## src/rtl/avmm_key_sw_capture.sv

```systemverilog
// Avalon-MM responder for board pushbuttons and slide switches.
// Raw pins pass through a two-flop synchroniser and a per-bit debouncer.
// Key press and release edges are latched into write-1-to-clear capture
// registers, and a maskable level interrupt is raised from the press captures.

// Per-bit debouncer bank. A new level is accepted once the synchronised input
// has disagreed with the accepted level for DEBOUNCE_CYCLES consecutive cycles.
module avmm_key_sw_capture_debounce #(
  parameter int W               = 4,
  parameter int DEBOUNCE_CYCLES = 50000,
  parameter int CNT_W           = 16
) (
  input  logic         clk_clk,
  input  logic         reset_reset,
  input  logic [W-1:0] sync_in,
  output logic [W-1:0] stable
);

  localparam logic [CNT_W-1:0] CNT_LAST = CNT_W'(DEBOUNCE_CYCLES - 1);

  logic [CNT_W-1:0] cnt [W];

  // Count disagreement cycles per bit; accept the new level on the last count.
  always_ff @(posedge clk_clk) begin
    if (reset_reset) begin
      stable <= '0;
      // NOTE: the counter array is reset on purpose: a half-counted
      // disagreement must not survive reset and shorten the next debounce.
      for (int i = 0; i < W; i++) cnt[i] <= '0;
    end else begin
      for (int i = 0; i < W; i++) begin
        if (sync_in[i] == stable[i]) begin
          cnt[i] <= '0;
        end else if (cnt[i] == CNT_LAST) begin
          stable[i] <= sync_in[i];
          cnt[i]    <= '0;
        end else begin
          cnt[i] <= cnt[i] + CNT_W'(1);
        end
      end
    end
  end

endmodule

module avmm_key_sw_capture #(
  parameter int N_KEYS          = 4,
  parameter int N_SW            = 10,
  parameter int DEBOUNCE_CYCLES = 50000,
  parameter int CNT_W           = 16
) (
  input  logic              clk_clk,
  input  logic              reset_reset,
  input  logic [N_KEYS-1:0] key_n,
  input  logic [N_SW-1:0]   sw,
  input  logic [2:0]        avs_address,
  input  logic              avs_read,
  input  logic              avs_write,
  input  logic [31:0]       avs_writedata,
  output logic [31:0]       avs_readdata,
  output logic              irq
);

  typedef enum logic [2:0] {
    ADDR_KEY_STATE   = 3'd0,
    ADDR_SW_STATE    = 3'd1,
    ADDR_IRQ_MASK    = 3'd2,
    ADDR_PRESS_CAP   = 3'd3,
    ADDR_RELEASE_CAP = 3'd4,
    ADDR_INFO        = 3'd5
  } reg_addr_e;

  localparam logic [31:0] INFO_WORD = {8'hA5, 8'(N_SW), 8'(N_KEYS), 8'h01};

  logic [N_KEYS-1:0] key_meta, key_sync;
  logic [N_SW-1:0]   sw_meta, sw_sync;
  logic [N_KEYS-1:0] key_stable, key_stable_d;
  logic [N_SW-1:0]   sw_stable;
  logic [N_KEYS-1:0] irq_mask, press_cap, release_cap;
  logic [N_KEYS-1:0] press_evt, release_evt, press_clr, release_clr;
  logic [31:0]       rd_mux;

  // Two-flop synchronisers; keys idle high so their flops reset to 1.
  always_ff @(posedge clk_clk) begin
    if (reset_reset) begin
      key_meta <= '1;
      key_sync <= '1;
      sw_meta  <= '0;
      sw_sync  <= '0;
    end else begin
      // NOTE: non-blocking assignments make the two stages a real pipeline;
      // blocking ones would collapse the synchroniser into a single flop.
      key_meta <= key_n;
      key_sync <= key_meta;
      sw_meta  <= sw;
      sw_sync  <= sw_meta;
    end
  end

  avmm_key_sw_capture_debounce #(
    .W               (N_KEYS),
    .DEBOUNCE_CYCLES (DEBOUNCE_CYCLES),
    .CNT_W           (CNT_W)
  ) u_key_db (
    .clk_clk     (clk_clk),
    .reset_reset (reset_reset),
    .sync_in     (~key_sync),
    .stable      (key_stable)
  );

  avmm_key_sw_capture_debounce #(
    .W               (N_SW),
    .DEBOUNCE_CYCLES (DEBOUNCE_CYCLES),
    .CNT_W           (CNT_W)
  ) u_sw_db (
    .clk_clk     (clk_clk),
    .reset_reset (reset_reset),
    .sync_in     (sw_sync),
    .stable      (sw_stable)
  );

  // Edge detection and write-1-to-clear decode for the capture registers.
  always_comb begin
    press_evt   = key_stable & ~key_stable_d;
    release_evt = ~key_stable & key_stable_d;
    press_clr   = '0;
    release_clr = '0;
    if (avs_write && (avs_address == ADDR_PRESS_CAP))
      press_clr = avs_writedata[N_KEYS-1:0];
    if (avs_write && (avs_address == ADDR_RELEASE_CAP))
      release_clr = avs_writedata[N_KEYS-1:0];
  end

  // Control/status registers; a new event on a bit wins over its clear.
  always_ff @(posedge clk_clk) begin
    if (reset_reset) begin
      key_stable_d <= '0;
      irq_mask     <= '0;
      press_cap    <= '0;
      release_cap  <= '0;
    end else begin
      key_stable_d <= key_stable;
      press_cap    <= (press_cap & ~press_clr) | press_evt;
      release_cap  <= (release_cap & ~release_clr) | release_evt;
      if (avs_write && (avs_address == ADDR_IRQ_MASK))
        irq_mask <= avs_writedata[N_KEYS-1:0];
    end
  end

  // Read mux over the current (pre-write) register values.
  always_comb begin
    // NOTE: default first so every path assigns rd_mux and no latch forms.
    rd_mux = '0;
    case (reg_addr_e'(avs_address))
      ADDR_KEY_STATE:   rd_mux = 32'(key_stable);
      ADDR_SW_STATE:    rd_mux = 32'(sw_stable);
      ADDR_IRQ_MASK:    rd_mux = 32'(irq_mask);
      ADDR_PRESS_CAP:   rd_mux = 32'(press_cap);
      ADDR_RELEASE_CAP: rd_mux = 32'(release_cap);
      ADDR_INFO:        rd_mux = INFO_WORD;
      default:          rd_mux = '0;
    endcase
  end

  // Registered read data (zero when not reading) and registered interrupt.
  always_ff @(posedge clk_clk) begin
    if (reset_reset) begin
      avs_readdata <= '0;
      irq          <= 1'b0;
    end else begin
      avs_readdata <= avs_read ? rd_mux : 32'd0;
      irq          <= |(press_cap & irq_mask);
    end
  end

endmodule
```

## config.mk

```make
export PLATFORM = sky130hd
export DESIGN_NAME = avmm_key_sw_capture
export DESIGN_NICKNAME = d
export VERILOG_FILES = /design/src/rtl/avmm_key_sw_capture.sv
export SDC_FILE = /design/constraint.sdc
export NUM_CORES = 1
export LEC_CHECK = 0
export ABC_CLOCK_PERIOD_IN_PS = 2200
export CORE_ASPECT_RATIO = 1.25
export CORE_UTILIZATION = 41
export DETAILED_ROUTE_END_ITERATION = 7
export GPL_TIMING_DRIVEN = 0
export PLACE_DENSITY_LB_ADDON = 0.1
export SETUP_SLACK_MARGIN = 0.5
export SLEW_MARGIN = 20
export SYNTH_ARGS = -nofsm -noshare
export SYNTH_HDL_FRONTEND = slang
export SYNTH_SLANG_ARGS = --single-unit
```

## constraint.sdc

```tcl
create_clock -name clk_clk -period 2.2 [get_ports clk_clk]
set_input_delay 0.22 -clock clk_clk [delete_from_list [all_inputs] [get_ports clk_clk]]
set_output_delay 0.22 -clock clk_clk [all_outputs]
set_load 0.01 [all_outputs]
```

**Yosys cells after proc, flatten, opt, wreduce, memory -nomap -nowiden**

Memories as Yosys holds them, arrays and structs flattened.
Index checks and enable logic that the tools add are counted.

- Memory bits (writable): 224
- Word-level logic and storage cells: 363
- ROM bits: 0
- Bits in latches: 0
- Memories: 2
- Input bits: 53
- Flip-flop bits (word level): 91
- Output and inout port bits: 33

- Shift operators: 0
- Div/mod/pow operators: 0
- $lt $le $gt $ge: 0
- Eq/ne operators: 33
- Reductions and logical operators: 20
- Multiplexer cells: 201
- Multipliers: 0
- Bitwise operators: 69
- Add/sub/neg operators: 14

Memories:

| memory | depth | width | rd ports | clocked after Yosys merged registers in | wr ports | line | source |
|---|---|---|---|---|---|---|---|
| u_sw_db.cnt | 10 | 16 | 10 | 0 | 10 | 21 | `logic [CNT_W-1:0] cnt [W];` |
| u_key_db.cnt | 4 | 16 | 4 | 0 | 4 | 21 |  |

Operator list:

| operator | count |
|---|---|
| two-way mux 16 bit | 42 |
| adder 16 x 1 -> 16 bit, second input constant | 14 |
| == test 16 bit, second input constant | 14 |
| one-hot mux 32 bit (6 select lines) | 1 |
| two-way mux 1 bit | 156 |
| bitwise OR 1 bit | 42 |
| AND reduction 2 bit | 14 |
| bitwise AND 4 bit | 5 |
| NOT 4 bit | 5 |
| NOT 1 bit | 15 |
| == test 1 bit | 14 |
| two-way mux 4 bit | 2 |
| bitwise OR 4 bit | 2 |
| == test 3 x 2 -> 1 bit, second input constant | 2 |
| == test 3 bit, second input constant | 2 |
| OR reduction 4 bit | 1 |
| == test 3 x 1 -> 1 bit, second input constant | 1 |
| logical AND 1 bit | 3 |
| zero test 3 bit | 1 |
| OR reduction 2 bit | 1 |

**Longest topological paths before layout**

Gate-level depths: netlist (run 1).

- Depth in word-level cells: 8
- Depth in mapped cells: 6
- Mapped depth without buffers: 5

**By module**

Synthesis (run 1) repeated with hierarchy kept, for this count alone.

- Cell total of the unflattened synthesis: 1405
- Area, all modules: 14821.7 um^2

By module, submodules not included:

| module | seq. area each (um^2) | cells each | instances | area each (um^2) |
|---|---|---|---|---|
| avmm_key_sw_capture_debounce (u_sw_db) | 5004.8 | 856 | 1 | 9086.2 |
| avmm_key_sw_capture_debounce (u_key_db) | 2001.9 | 344 | 1 | 3648.5 |
| avmm_key_sw_capture | 1121.1 | 205 | 1 | 2087.0 |

**Least setup slack after synthesis (run 1)**

OpenSTA, ideal clock, no wires.

- Path type: register to register
- Start point: memory u_sw_db.cnt[8][7] (netlist: u_sw_db.cnt[0][135])
- End point: memory u_sw_db.cnt[8][10] (netlist: u_sw_db.cnt[0][138]), data pin
- Path slack: 0.029 ns
- Cell stages (with the launch flop): 7
- Arrival time: 1.917 ns
- Setup time: 0.254 ns
- Period minus slack after synthesis: 2.171 ns
- Data required time: 1.946 ns
- Path buffers: 2
- Cell sequence: edfxtp_1 -> buf_6 -> or4b_1 -> or4_4 -> o21ai_4 -> buf_6 -> nor2_1

RTL lines:

| item | line |
|---|---|
| start, declared | 21 |

==> results of run 1 <==
[repair_timing]
item                                   in CTS  in global routing
resized for setup                         167                195
endpoints found under the hold margin       0                  0
setup endpoints to repair                 233                213
setup buffers                              71                 65
gates cloned                                7                  1
pin swaps                                  52                 57
[layout make-up]
| class | instances | area, µm² |
|---|---|---|
| buffer | 52 | 423 |
| clock buffer | 54 | 1150 |
| clock inverter | 7 | 35.0 |
| fill | 3069 | 14900 |
| inverter | 39 | 146 |
| multi-input combinational | 1244 | 8300 |
| sequential | 294 | 8130 |
| tap | 474 | 593 |
| timing repair buffer | 186 | 1660 |
[where the power goes]
group          switching (W)  total, W  internal, W  leakage (nW)
clock                0.00220   0.00580      0.00360         0.590
combinational       0.000445  0.000850     0.000405          3.62
sequential          0.000221   0.00640      0.00618          2.88
total                0.00287    0.0130       0.0102          7.09
[kinds of logic (layout without fill, tap and decap cells)]
| logic type | after synthesis | after routing | share of synthesized area |
|---|---|---|---|
| AND/OR/NAND/NOR | 724 | 724 | 0.248 |
| flip-flops | 294 | 294 | 0.553 |
| XOR/XNOR | 205 | 205 | 0.122 |
| buffers and inverters | 91 | 338 | 0.0302 |
| AO/OA/AOI/OAI | 43 | 43 | 0.0197 |
| multiplexers | 19 | 19 | 0.0141 |
| adder cells (fa/ha/maj) | 14 | 14 | 0.0119 |
| other | 2 | 239 | 0.000511 |
[worst paths after layout]
kind	slack (ns)	from	cells past startpoint	end
hold reg to reg	0.41	key_meta[3]	1	key_sync[3]
setup reg to reg	-0.08	u_sw_db.cnt[0][135]	6	u_sw_db.cnt[0][140]
hold / removal	0.27	key_n[3]	2	key_meta[3]
setup / recovery	-0.08	u_sw_db.cnt[0][135]	6	u_sw_db.cnt[0][140]
[per-stage QoR]
stage / power (W) / setup TNS [ns]
4_1_cts: 0.0131 / -1.38
6_report: 0.0130 / -1.12
3_3_place_gp: 0.00707 / -36.45
5_1_grt: 0.0135 / -2.14
2_1_floorplan: 0.00689 / 0
3_5_place_dp: 0.00708 / -34.57
[cells in the final DEF (no fill, tap or decap), drive strengths merged, types with 5 or more instances in the layout]
master and count:
and4 5, and3 12, clkdlybuf4s50 35, conb 239, nor2b 32, nand3 76
or4 5, dfxtp 70, inv 39, edfxtp 224, ha 14, buf 177
a21oi 15, xnor2 170, nand4 61, xor2 35, dlygate4sd2 7, clkinv 7
nor4bb 13, nor4b 6, nand2 67, nor3 60, or4b 5, clkbuf 73
nor4 63, or2 11, and2 8, o21ai 11, or3 10, nor2 274
a22oi 7, nand2b 5, mux2i 14, nand4b 6
[critical path, cell delays in order, from the launching register on]
cell and delay, ns:
edfxtp_1 0.38, buf_6 0.13, or4b_1 0.49, or4_4 0.55
o21ai_4 0.25, buf_6 0.17, nor2_1 0.04
[flip-flops by register name, summed over array words and instances, names as in the netlist]
name / cells
u_sw_db.cnt: 160
u_key_db.cnt: 64
avs_readdata: 11
sw_meta: 10
sw_sync: 10
u_sw_db.stable: 10
irq_mask: 4
key_meta: 4
key_stable_d: 4
key_sync: 4
press_cap: 4
release_cap: 4
u_key_db.stable: 4
irq: 1
[metal layers]
metal | GRT usage | vias up | part of all wire
met1 | 0.205 | 5357 | 0.42
met4 | 0.0496 | 4 | 0.020
met5 | 0 | - | 0.00073
met3 | 0.0354 | 55 | 0.038
met2 | 0.309 | 129 | 0.52
li1 | - | 5654 | -
==> key figures, run 1 <==
Timing
  • RSZ-0062 raised after global routing: yes
  • Final clock skew: roughly 0.016 ns
  • Measured slew at the worst slew-check pin: 0.629 ns
  • Period utilization: 1.04
  • Final Slew Violations: 0
  • Worst Slack Setup Final: -0.0780 ns
  • Minimum period implied by the final worst setup slack: 2.28 ns
  • Final hold vios: 0
  • Fmax: about 440 MHz
  • Setup violations, final: 16
  • WHS: between 0.2 and 0.3 ns
  • Slew margin rel.: 0.579

Final layout
  • Share of cells above drive strength 1: 0.244
  • Finished Core Util: 0.578
  • Non-filler instance count after layout: 2350
  • Ant. Diodes: 0
  • Post-route design area: slightly above 20000 µm²
  • Final Net Count: 1918
  • P&R area growth vs syn: 39.2%

Logic synthesis
  • Post-synth top area share: 0.458
  • Syn. warnings: 0
  • Synth top area cells: edfxtp_1 46%, xnor2_1 10%, dfxtp_1 9.5%
  • Top post-synthesis cells by count: 274 x nor2_1, 224 x edfxtp_1, 170 x xnor2_1
  • Post-synth cell types: 50
  • Sequential element share of the synthesized area: 0.553
  • Mean post-synth cell area: between 10 and 15 µm²
  • Ys flop type: edfxtp_1
  • Async S/R FF share, synth: 0
  • Most common cell in the synthesized netlist: nor2_1
  • Synthesized area: roughly 15000 µm²
  • Leading area contributor after synthesis: edfxtp_1
  • Post-Synthesis Cells: 1392
  • EDFF count, synth: around 220
  • Number of synthesized register bits: ~290

Worst setup path
  • WP data required: around 2.5 ns
  • CP startpoint kind: flip-flop
  • Type of destination of the critical path: flip-flop
  • Critical path class: flip-flop to flip-flop
  • Critical Path AT: 2.54 ns
  • Worst Path Max Fanout: 5

CTS
  • Clk_lat worst skew: around 0.51 ns
  • Total CTS buffers: 34
  • H-tree lvl count: 2
  • CTS tree: yes
  • Worst-path clk slew: ~0.06 ns
  • Hold_buf cts: 0
  • CTS root buf: clkbuf_16
  • Clock Path Buffers: 3
  • CTS Sinks: roughly 290

Placement
  • Hpwl dp: between 20000 and 25000 µm
  • IO Port Bufs: 42
  • RePlAce Congestion: around 0.80
  • Pre-CTS setup slack: -0.378 ns
  • Area post-placement: ~17000 µm²
  • Placed Instances: 2145

Floorplanning
  • Die width: about 170 µm
  • Placeable Area: about 35000 µm²
  • Die Span Y: between 200 and 250 µm
  • Std-Cell Rows: 77
  • Die ar.: between 30000 and 40000 µm²
  • I/O pin cnt: 86
  • Initial Utilization: 0.415

Outcome
  • Outcome: finished, violations left
  • Failing checks: negative setup slack

Power and ir drop
  • Leakage power: around 7 nW
  • PwrDens: 638 nW/µm²
  • Max IR drop VDD: approximately 0.66 mV

Route
  • Drt via density: 4.77
  • Routed via count: 11200
  • Residual DRC count: 0
  • Antenna-violating nets left: 0
  • Drt wl/cell: about 13 µm
  • Starting DRT DRC Count: 413
  • Drt pass-1 iters: 4
  • Final wirelength: ~31000 µm

GRT
  • Largest net degree at the start of global routing: 14
  • Tot GR Track Use: 0.172
  • Vias in the first global route: 10700
  • Global route total overflow: 0
  • Initial antenna violation count: 2
  • First-pass GRT wire length: 50700 µm

Hold path
  • Hold crit path type: input pin to flip-flop

Job
  • Max Cap Viol: 0
Power figures use the tool's default switching activity.
==> run 2, diff against run 1 <==
--- a/config.mk
+++ b/config.mk
@@ -7,12 +7,12 @@
 export LEC_CHECK = 0
 export ABC_CLOCK_PERIOD_IN_PS = 2200
 export CORE_ASPECT_RATIO = 1.25
-export CORE_UTILIZATION = 41
+export CORE_UTILIZATION = 54
 export DETAILED_ROUTE_END_ITERATION = 7
 export GPL_TIMING_DRIVEN = 0
 export PLACE_DENSITY_LB_ADDON = 0.1
-export SETUP_SLACK_MARGIN = 0.5
-export SLEW_MARGIN = 20
+export SETUP_SLACK_MARGIN = 0.2
+export SLEW_MARGIN = 30
 export SYNTH_ARGS = -nofsm -noshare
 export SYNTH_HDL_FRONTEND = slang
 export SYNTH_SLANG_ARGS = --single-unit
==> run 2 against run 1 <==
Net effect:
- the run still ends with negative setup slack left
- register-to-register slack gained 0.04 ns
- die area fell by 24%
- sequential share of layout area is 4.2 points higher
- sequential cell count unchanged
- count of clock-buffer cells in the layout fell by 5
- final cell count shrank 9.6%
- hold slack lost 0.039 ns
- first-iteration DRC count rose by 28%
- clock power shrank 16%
- clock skew grew 0.0046 ns
- power is 8.5% lower
- combinational power is 18% lower
- critical path type unchanged
- critical endpoint is now u_key_db.cnt[0][12]
- largest cell class is now registers
==> key figures, run 2 (same netlist as run 1, synthesis figures left out) <==
Outcome
  • Outcome: finished, violations left (unchanged)
  • Failing checks: negative setup slack (unchanged)

Timing
  • Final Slew Violations: 0 (unchanged)
  • Fin Setup TNS: -0.460 ns (was -1.12 ns)
  • Fmax: 447 MHz (was 439 MHz)
  • Slew margin rel.: 0.409 (was 0.579)
  • Minimum period implied by the final worst setup slack: 2.24 ns (was 2.28 ns)
  • Period utilization: 1.02 (was 1.04)
  • Measured slew at the worst slew-check pin: 0.886 ns (was 0.629 ns)
  • Worst Slack Setup Final: -0.0364 ns (was -0.0780 ns)
  • Final clock skew: 0.0206 ns (was 0.0160 ns)
  • RSZ-0062 raised after global routing: yes (unchanged)
  • Final hold vios: 0 (unchanged)
  • Setup violations, final: 28 (was 16)

Floorplanning
  • Placeable Area: 26700 µm² (was 35400 µm²)
  • I/O pin cnt: 86 (unchanged)
  • Die width: 150 µm (was 171 µm)
  • Std-Cell Rows: 67 (was 77)
  • Initial Utilization: 0.549 (was 0.415)
  • Die ar.: 27900 µm² (was 36600 µm²)
  • Die Span Y: 186 µm (was 214 µm)

GRT
  • Tot GR Track Use: 0.207 (was 0.172)
  • Vias in the first global route: 10500 (was 10700)
  • Largest net degree at the start of global routing: 15 (was 14)
  • Global route total overflow: 0 (unchanged)
  • Initial antenna violation count: 1 (was 2)
  • First-pass GRT wire length: 47200 µm (was 50700 µm)

Worst setup path
  • Crit-path slowest cell: or4_4 (unchanged)
  • Crit path cell chain: or4b_1, or4_4, nand2_4, buf_12, buf_12, nor2_4 (was buf_6, or4b_1, or4_4, o21ai_4, buf_6, nor2_1)
  • WP data required: 2.49 ns (was 2.46 ns)
  • Type of destination of the critical path: flip-flop (unchanged)
  • Max stage delay on crit path: 0.59 ns (was 0.55 ns)
  • Critical path class: flip-flop to flip-flop (unchanged)
  • CP startpoint kind: flip-flop (unchanged)
  • Worst Path Max Fanout: 5 (unchanged)
  • Critical Path AT: 2.52 ns (was 2.54 ns)
  • Reg2Reg Setup Slack: -0.04 ns (was -0.08 ns)
  • Critical Path Source: u_key_db.cnt[0][4] (was u_sw_db.cnt[0][135])
  • Critical path's most frequent cell: buf_12 (was buf_6)
  • R2r startpoint: u_key_db.cnt[0][4] (was u_sw_db.cnt[0][135])

CTS
  • Worst-path clk slew: 0.06 ns (about the same)
  • CTS tree: yes (unchanged)
  • Clock Path Buffers: 3 (unchanged)
  • Total CTS buffers: 29 (was 34)
  • Hold_buf cts: 0 (unchanged)
  • CTS root buf: clkbuf_16 (unchanged)
  • H-tree lvl count: 1 (was 2)
  • Clk_lat worst skew: 0.55 ns (was 0.51 ns)
  • CTS Sinks: 294 (unchanged)

Route
  • Antenna-violating nets left: 0 (unchanged)
  • Final wirelength: 29200 µm (was 31400 µm)
  • Drt wl/cell: 13.7 µm (was 13.4 µm)
  • Drt pass-1 iters: 7 (was 4)
  • Residual DRC count: 0 (unchanged)
  • Drt via density: 5.11 (was 4.77)
  • Starting DRT DRC Count: 530 (was 413)
  • Routed via count: 10900 (was 11200)

Placement
  • RePlAce Congestion: 0.815 (was 0.799)
  • IO Port Bufs: 42 (unchanged)
  • Hpwl dp: 19500 µm (was 20400 µm)
  • Placed Instances: 2017 (was 2145)

Final layout
  • Most common cell after layout, fill and taps aside: conb_1 (unchanged)
  • Final Net Count: 1824 (was 1918)
  • Commonest non-fill, non-tap cells in the layout: 239 x conb_1, 229 x nor2_1, 224 x edfxtp_1 (was 239 x conb_1, 224 x edfxtp_1, 172 x nor2_1)
  • Non-filler instance count after layout: 2125 (was 2350)
  • Share of cells above drive strength 1: 0.129 (was 0.244)
  • P&R area growth vs syn: 25.7% (was 39.2%)
  • Largest regs: u_sw_db.cnt x160, u_key_db.cnt x64, avs_readdata x11 (unchanged)
  • Top reg by flops: u_sw_db.cnt (unchanged)
  • Max reg flops: 160 (unchanged)

Hold path
  • Hold_sp: key_n[1] (was key_n[3])
  • Hold crit path type: input pin to flip-flop (unchanged)

Job
  • Max Cap Viol: 0 (unchanged)

Power and ir drop
  • PwrDens: 646 nW/µm² (was 638 nW/µm²)
  • Max IR drop VDD: 0.609 mV (was 0.662 mV)
  • Final Power: 0.0119 W (was 0.0130 W)
  • Leakage power: 6.39 nW (was 7.09 nW)
run 2: cell count changes in the layout (fill, tap and decap cells not counted), sizes merged:
cell,delta
buf,-91
clkbuf,-3
clkdlybuf4s50,+7
diode,+1
dlygate4sd2,-7
clkinv,-3
run 2: power breakdown:
group / internal (W) / total (W) / switching (W) / leakage (nW)
Clock: 0.00284 / 0.00485 / 0.00201 / 0.466
Sequential: 0.00618 / 0.00639 / 0.000216 / 2.88
Combinational: 0.000315 / 0.000694 / 0.000379 / 3.04
Total: 0.00933 / 0.0119 / 0.00260 / 6.39
run 2: final cells by class:
| class | count | area, µm² |
|---|---|---|
| buffer | 52 | 364 |
| timing repair buffer | 97 | 976 |
| inverter | 39 | 146 |
| multi-input combinational | 1244 | 7480 |
| fill | 2062 | 8270 |
| tap | 345 | 432 |
| clock inverter | 4 | 20.0 |
| sequential | 294 | 8130 |
| clock buffer | 49 | 925 |
| antenna | 1 | 2.50 |
run 2: what timing repair did:
action	CTS	global route
endpoints found under the setup margin	163	168
resized for setup	74	85
pin swaps	45	27
buffers inserted	25	25
gates cloned	4	0
run 2: per-layer routing:
layer  vias to the layer above  global-route usage  wire [µm]  part of all wire
li1                       5464                   -          -                 -
met1                      5131               0.259      12500              0.43
met2                       201               0.361      14800              0.51
met3                        55              0.0257       1000             0.034
met4                         0              0.0785        867             0.030
met5                         -                   0          0                 0
run 2: final timing paths:
check                                            to  depth (start not counted)
worst min register to register          key_sync[2]                          1
worst max register to register  u_key_db.cnt[0][12]                          6
worst min-delay path                    key_meta[1]                          2
worst max-delay path            u_key_db.cnt[0][12]                          6
run 2: through the flow:
| step | worst slack, ns | utilization | hold WS (ns) | area (µm²) |
|---|---|---|---|---|
| final | -0.0364 | 0.691 | 0.231 | 18500 |
| after global routing | -0.0768 | 0.691 | 0.235 | 18500 |
| after CTS | -0.0645 | 0.671 | 0.212 | 17900 |
| after detailed placement | -0.378 | 0.616 | 0.397 | 16500 |
| after global placement | -0.420 | 0.616 | 0.393 | 16500 |
| after floorplan | 0.0289 | - | 0.324 | 15600 |
run 2: worst max-delay path, delay by kind of cell, from the launching register on:
kind          cells  cell delay [ns]
simple gates      4             1.32
flops             1             0.41
buf+inv           2             0.25
